===== src/rtl/au_div_4_seq.sv =====
// au_div_4_seq: sequential restoring divider, one quotient bit per clock with start/busy/done handshake
//  i_clk, i_rst          clock and synchronous active-high reset
//  i_start               request a division (accepted in IDLE or DONE)
//  i_dividend, i_divisor unsigned operands, latched on accept
//  o_busy                high while iterating
//  o_done                one-cycle pulse, results valid
//  o_quotient            quotient, held until the next completed operation
//  o_remainder           remainder, held until the next completed operation
//  o_div_zero            last operation had a zero divisor
module au_div_4_seq #(
    parameter int WIDTH = 4
) (
    input  logic             i_clk,
    input  logic             i_rst,
    input  logic             i_start,
    input  logic [WIDTH-1:0] i_dividend,
    input  logic [WIDTH-1:0] i_divisor,
    output logic             o_busy,
    output logic             o_done,
    output logic [WIDTH-1:0] o_quotient,
    output logic [WIDTH-1:0] o_remainder,
    output logic             o_div_zero
);
    localparam int CW = $clog2(WIDTH);
    localparam logic [1:0] IDLE = 2'd0;
    localparam logic [1:0] CALC = 2'd1;
    localparam logic [1:0] DONE = 2'd2;
    logic [1:0]       state_q, state_d;
    logic [CW-1:0]    cnt_q, cnt_d;
    logic [WIDTH:0]   r_q, r_d;
    logic [WIDTH-1:0] q_q, q_d, d_q, d_d, quo_q, quo_d, rem_q, rem_d;
    logic             dz_q, dz_d;
    logic [WIDTH:0]   t, dx, r_n;
    logic [WIDTH+1:0] sub;
    logic [WIDTH-1:0] q_n;
    logic             ge, last;
    // A restored remainder is always below the divisor, so its top bit never feeds the next step
    logic             unused_r_msb;
    assign unused_r_msb = r_q[WIDTH];
    assign t    = {r_q[WIDTH-1:0], q_q[WIDTH-1]};
    assign dx   = {1'b0, d_q};
    // Extra carry bit of t + ~dx + 1 is the no-borrow flag, i.e. t >= dx
    assign sub  = {1'b0, t} + {1'b0, ~dx} + (WIDTH+2)'(1);
    assign ge   = sub[WIDTH+1];
    assign r_n  = ge ? sub[WIDTH:0] : t;
    assign q_n  = {q_q[WIDTH-2:0], ge};
    assign last = cnt_q == CW'(WIDTH-1);
    always_comb begin
        state_d = state_q;
        cnt_d   = cnt_q;
        r_d     = r_q;
        q_d     = q_q;
        d_d     = d_q;
        quo_d   = quo_q;
        rem_d   = rem_q;
        dz_d    = dz_q;
        if (state_q == CALC) begin
            r_d   = r_n;
            q_d   = q_n;
            cnt_d = cnt_q + CW'(1);
            if (last) begin
                state_d = DONE;
                quo_d   = q_n;
                rem_d   = r_n[WIDTH-1:0];
                dz_d    = 1'b0;
            end
        end else if (i_start) begin
            r_d     = '0;
            q_d     = i_dividend;
            d_d     = i_divisor;
            cnt_d   = '0;
            state_d = (i_divisor == '0) ? DONE : CALC;
            if (i_divisor == '0) begin
                quo_d = '1;
                rem_d = i_dividend;
                dz_d  = 1'b1;
            end
        end else if (state_q == DONE) begin
            state_d = IDLE;
        end
    end
    always_ff @(posedge i_clk) begin
        if (i_rst) begin
            state_q <= IDLE;
            cnt_q   <= '0;
            r_q     <= '0;
            q_q     <= '0;
            d_q     <= '0;
            quo_q   <= '0;
            rem_q   <= '0;
            dz_q    <= 1'b0;
        end else begin
            state_q <= state_d;
            cnt_q   <= cnt_d;
            r_q     <= r_d;
            q_q     <= q_d;
            d_q     <= d_d;
            quo_q   <= quo_d;
            rem_q   <= rem_d;
            dz_q    <= dz_d;
        end
    end
    assign o_busy      = state_q == CALC;
    assign o_done      = state_q == DONE;
    assign o_quotient  = quo_q;
    assign o_remainder = rem_q;
    assign o_div_zero  = dz_q;
endmodule


===== config.mk =====
export PLATFORM = sky130hd
export DESIGN_NAME = au_div_4_seq
export DESIGN_NICKNAME = d
export VERILOG_FILES = /design/src/rtl/au_div_4_seq.sv
export SDC_FILE = /design/constraint.sdc
export NUM_CORES = 1
export LEC_CHECK = 0
export BUFFER_PORTS_ARGS = -buffer_cell sky130_fd_sc_hd__buf_2
export CORE_ASPECT_RATIO = 1.2
export CORE_UTILIZATION = 45
export CTS_CLUSTER_SIZE = 8
export DETAILED_ROUTE_END_ITERATION = 12
export PLACE_DENSITY_LB_ADDON = 0.08
export SLEW_MARGIN = 10
export SYNTH_ARGS = -nofsm -noshare
export SYNTH_HDL_FRONTEND = slang
export SYNTH_SLANG_ARGS = --single-unit

===== constraint.sdc =====
create_clock -name i_clk -period 5.35 [get_ports i_clk]
set_clock_uncertainty 0.05 [all_clocks]
set_input_delay 0.535 -clock i_clk [delete_from_list [all_inputs] [get_ports i_clk]]
set_output_delay 0.535 -clock i_clk [all_outputs]
set_load 0.01 [all_outputs]

==> flow_summary.toml <==
[layout]
syn2layout_area_growth_pct = 11.76
drive_gt1_share_pct = 19.51
nFillCells = 252
nets = 182
fin_area_mm2 = 0.001391
antenna_cells = 0

[clocking]
cts_max_level = 1
clock_path_buffers = 2
cts_made_buffers = 3
cts_root_buf = "clkbuf_4"
cts_tree = "yes"
hold_buffers = 0
cts_sinks = 25
clkLatencyLatePin_ns = 0.32
clkTransAtPathRegs_ns = 0.14
postCtsSetupBuffers = 0
cts-resized-gates = 0

[sta]
fmax_mhz = 416.2
final_hold_viol_count = 0
tns_ns = 0
hold_slack_ns = 0.4131
setup_viol = 0
worst_pin_slew_ns = 0.8526
slew_violations = 0
layout_min_cycle_time_ns = 2.403
finalCritPeriodShare_pct = 44.91
rsz0062_at_grt = "no"
maxSlewHeadroom_pct = 43.16

[hold_path]
hold_start = "d_q[1]$_SDFFE_PP0P_"
min_path_cells = 2
hp-class = "reg2reg"
whs_endpoint = "d_q[1]$_SDFFE_PP0P_"

[grt]
grt_pass1_vias = 1006
grt_max_degree = 27
antenna_found_initial = 0
grt_overflow = 0
grt_pass1_wl_mm = 4.533
grtUsageTotal_pct = 20.36

[synth]
ys.flop_type = "dfxtp_1"
synth-edff-count = 0
synth_warnings = 0
ys_ff_latch = 25
synth_async_sr_flop_share_pct = 0
ys_seq_area_share_pct = 40.20
syn_area_per_cell_um2 = 8.527
synth.top_cells.by_count = "25 x dfxtp_1, 19 x nor2_1, 14 x a21oi_1"
postSynthCellCount = 146
yosysTopAreaCellShare_pct = 40.20
netlist_top_cells_area = "dfxtp_1 40%, a211oi_1 6.0%, nor2_1 5.7%"
synth_most_common_cell = "dfxtp_1"
ys_types = 35
synth_area_leader_cell = "dfxtp_1"
syn_area_mm2 = 0.001245
synth_nets = 163

[worst_setup_path]
slowest_delay_ns = 0.68
crit_fanout = 23
arrival_ns = 1.82
regToRegSetupSlack_ns = 3.19
endpoint_kind = "primary output"
r2r_end = "o_remainder[3]$_SDFFE_PP0P_"
slowest_stage = "nand2b_1"
r2r_start = "state_q[1]$_SDFFE_PP0P_"
crit_type = "reg2out"
reg2regPathDepth = 6
cp_cell_sequence = "nand2b_1 > inv_2 > buf_2"
required_ns = 4.76
critPathLaunchType = "flop"

[floorplanning]
row_count = 20
io_pins = 22
die_w_um = 50.02
coreArea_mm2 = 0.002577
die_h_um = 59.62
initial_core_util_pct = 48.30
die_area_mm2 = 0.002982

[place]
portBuffers = 21
place_congestion = 0.7726
hpwl_mm = 2.009
postPlaceCellArea_mm2 = 0.001364

[power]
clockPowerShare_pct = 22.7
p_leak_nw = 0.5706
p_sw_mw = 0.1161
p_int_mw = 0.2580
p_comb_share_pct = 22.8
ir_drop_v = 0.0001499
p_sw_share_pct = 31.03
power.density_mw_per_mm2 = 268.8
pwr-share-seq_pct = 54.5

[drt]
wl_mm = 2.688
drtIter0Drc = 44
met1Wirelength_mm = 1.200
met3_length_um = 109
avgViaCountPerCell = 5.492
routed.top_layer = "met4"
avgRoutedWirePerCell_um = 13.64
num_vias = 1082
drc_errors = 0
first_pass_iters = 4
route.met2.wl_mm = 1.347
ant_nets = 0

[job]
cap_violations = 0

[outcome]
status = "complete, no violations"
## cell type report
cell class,count,area (um2),share of cell area (%)
multi-input combinational,105,683.2,49.10
sequential,25,500.5,35.97
clock inverter,1,5.005,0.3597
clock buffer,3,22.52,1.619
inverter,9,33.78,2.428
tap,33,41.29,2.968
timing repair buffer,21,105.1,7.554
## power groups by stage
stage | Sequential, mW | Combinational [mW] | Clock [mW]
after floorplan | 0.207 | 0.0633 | 0
after global placement | 0.208 | 0.0841 | 0
after detailed placement | 0.208 | 0.0849 | 0
after CTS | 0.204 | 0.0852 | 0.0892
after global routing | 0.206 | 0.0943 | 0.0980
final | 0.204 | 0.0852 | 0.0848
## how the worst max path moves through the flow
stage	cells after the start	slack, ns	to	start
2_1_floorplan	8	3.61	o_remainder[1]$_SDFFE_PP0P_	q_q[3]$_SDFFE_PP0N_
3_3_place_gp	4	3.35	o_remainder[1]$_SDFFE_PP0P_	state_q[1]$_SDFFE_PP0P_
3_5_place_dp	6	3.25	o_remainder[3]$_SDFFE_PP0P_	state_q[1]$_SDFFE_PP0P_
4_1_cts	3	2.96	o_busy	state_q[1]$_SDFFE_PP0P_
5_1_grt	3	2.83	o_busy	state_q[1]$_SDFFE_PP0P_
6_report	3	2.95	o_busy	state_q[1]$_SDFFE_PP0P_
## cells by family after synthesis
kind of cell,synth area share (%)
AND/OR/NAND/NOR,26.23
AO/OA/AOI/OAI,18.09
flip-flops,40.20
buffers and inverters,4.924
adder cells (fa/ha/maj),6.633
multiplexers,3.216
XOR/XNOR,0.7036
## placed cells by master (no fill, tap or decap), types with 2 or more instances in the layout
| master | instances |
|---|---|
| nor2b_1 | 3 |
| inv_1 | 8 |
| nand3_1 | 5 |
| a211oi_1 | 10 |
| nor2_1 | 19 |
| buf_2 | 21 |
| o21ai_0 | 2 |
| clkbuf_4 | 3 |
| a21oi_1 | 14 |
| nand2b_1 | 2 |
| nor3_1 | 4 |
| and2_1 | 3 |
| ha_1 | 5 |
| nor4b_1 | 2 |
| mux2i_1 | 4 |
| o21ai_1 | 2 |
| dfxtp_1 | 25 |
| nand2_1 | 13 |
| o32ai_1 | 2 |
## per-stage QoR
| stage | total power, mW | util, % | worst slack, ns | cells |
|---|---|---|---|---|
| final | 0.3740 | 53.98 | 2.947 | 197 |
| after detailed placement | 0.2931 | 52.91 | 3.249 | 193 |
| after floorplan | 0.2699 | - | 3.614 | 146 |
| after global placement | 0.2918 | 52.91 | 3.346 | 193 |
| after global routing | 0.3980 | 53.98 | 2.831 | 197 |
| after CTS | 0.3785 | 53.98 | 2.957 | 197 |
## worst max-delay path, delay by kind of cell (launching register included)
family	cells	cell delay, ns
buffers and inverters	2	0.43
flip-flops	1	0.38
AND/OR/NAND/NOR	1	0.68
## registers in the layout (all words and copies together) (netlist names)
signal / flops
d_q: 4
o_quotient: 4
o_remainder: 4
q_q: 4
r_q: 4
cnt_q: 2
state_q: 2
o_div_zero: 1
## layer usage
metal / track usage (%) / up-vias
li1: - / 551
met1: 25.75 / 498
met2: 34.67 / 29
met3: 2.564 / 4
met4: 8.571 / 0
met5: 0 / -
Power figures use the tool's default switching activity.
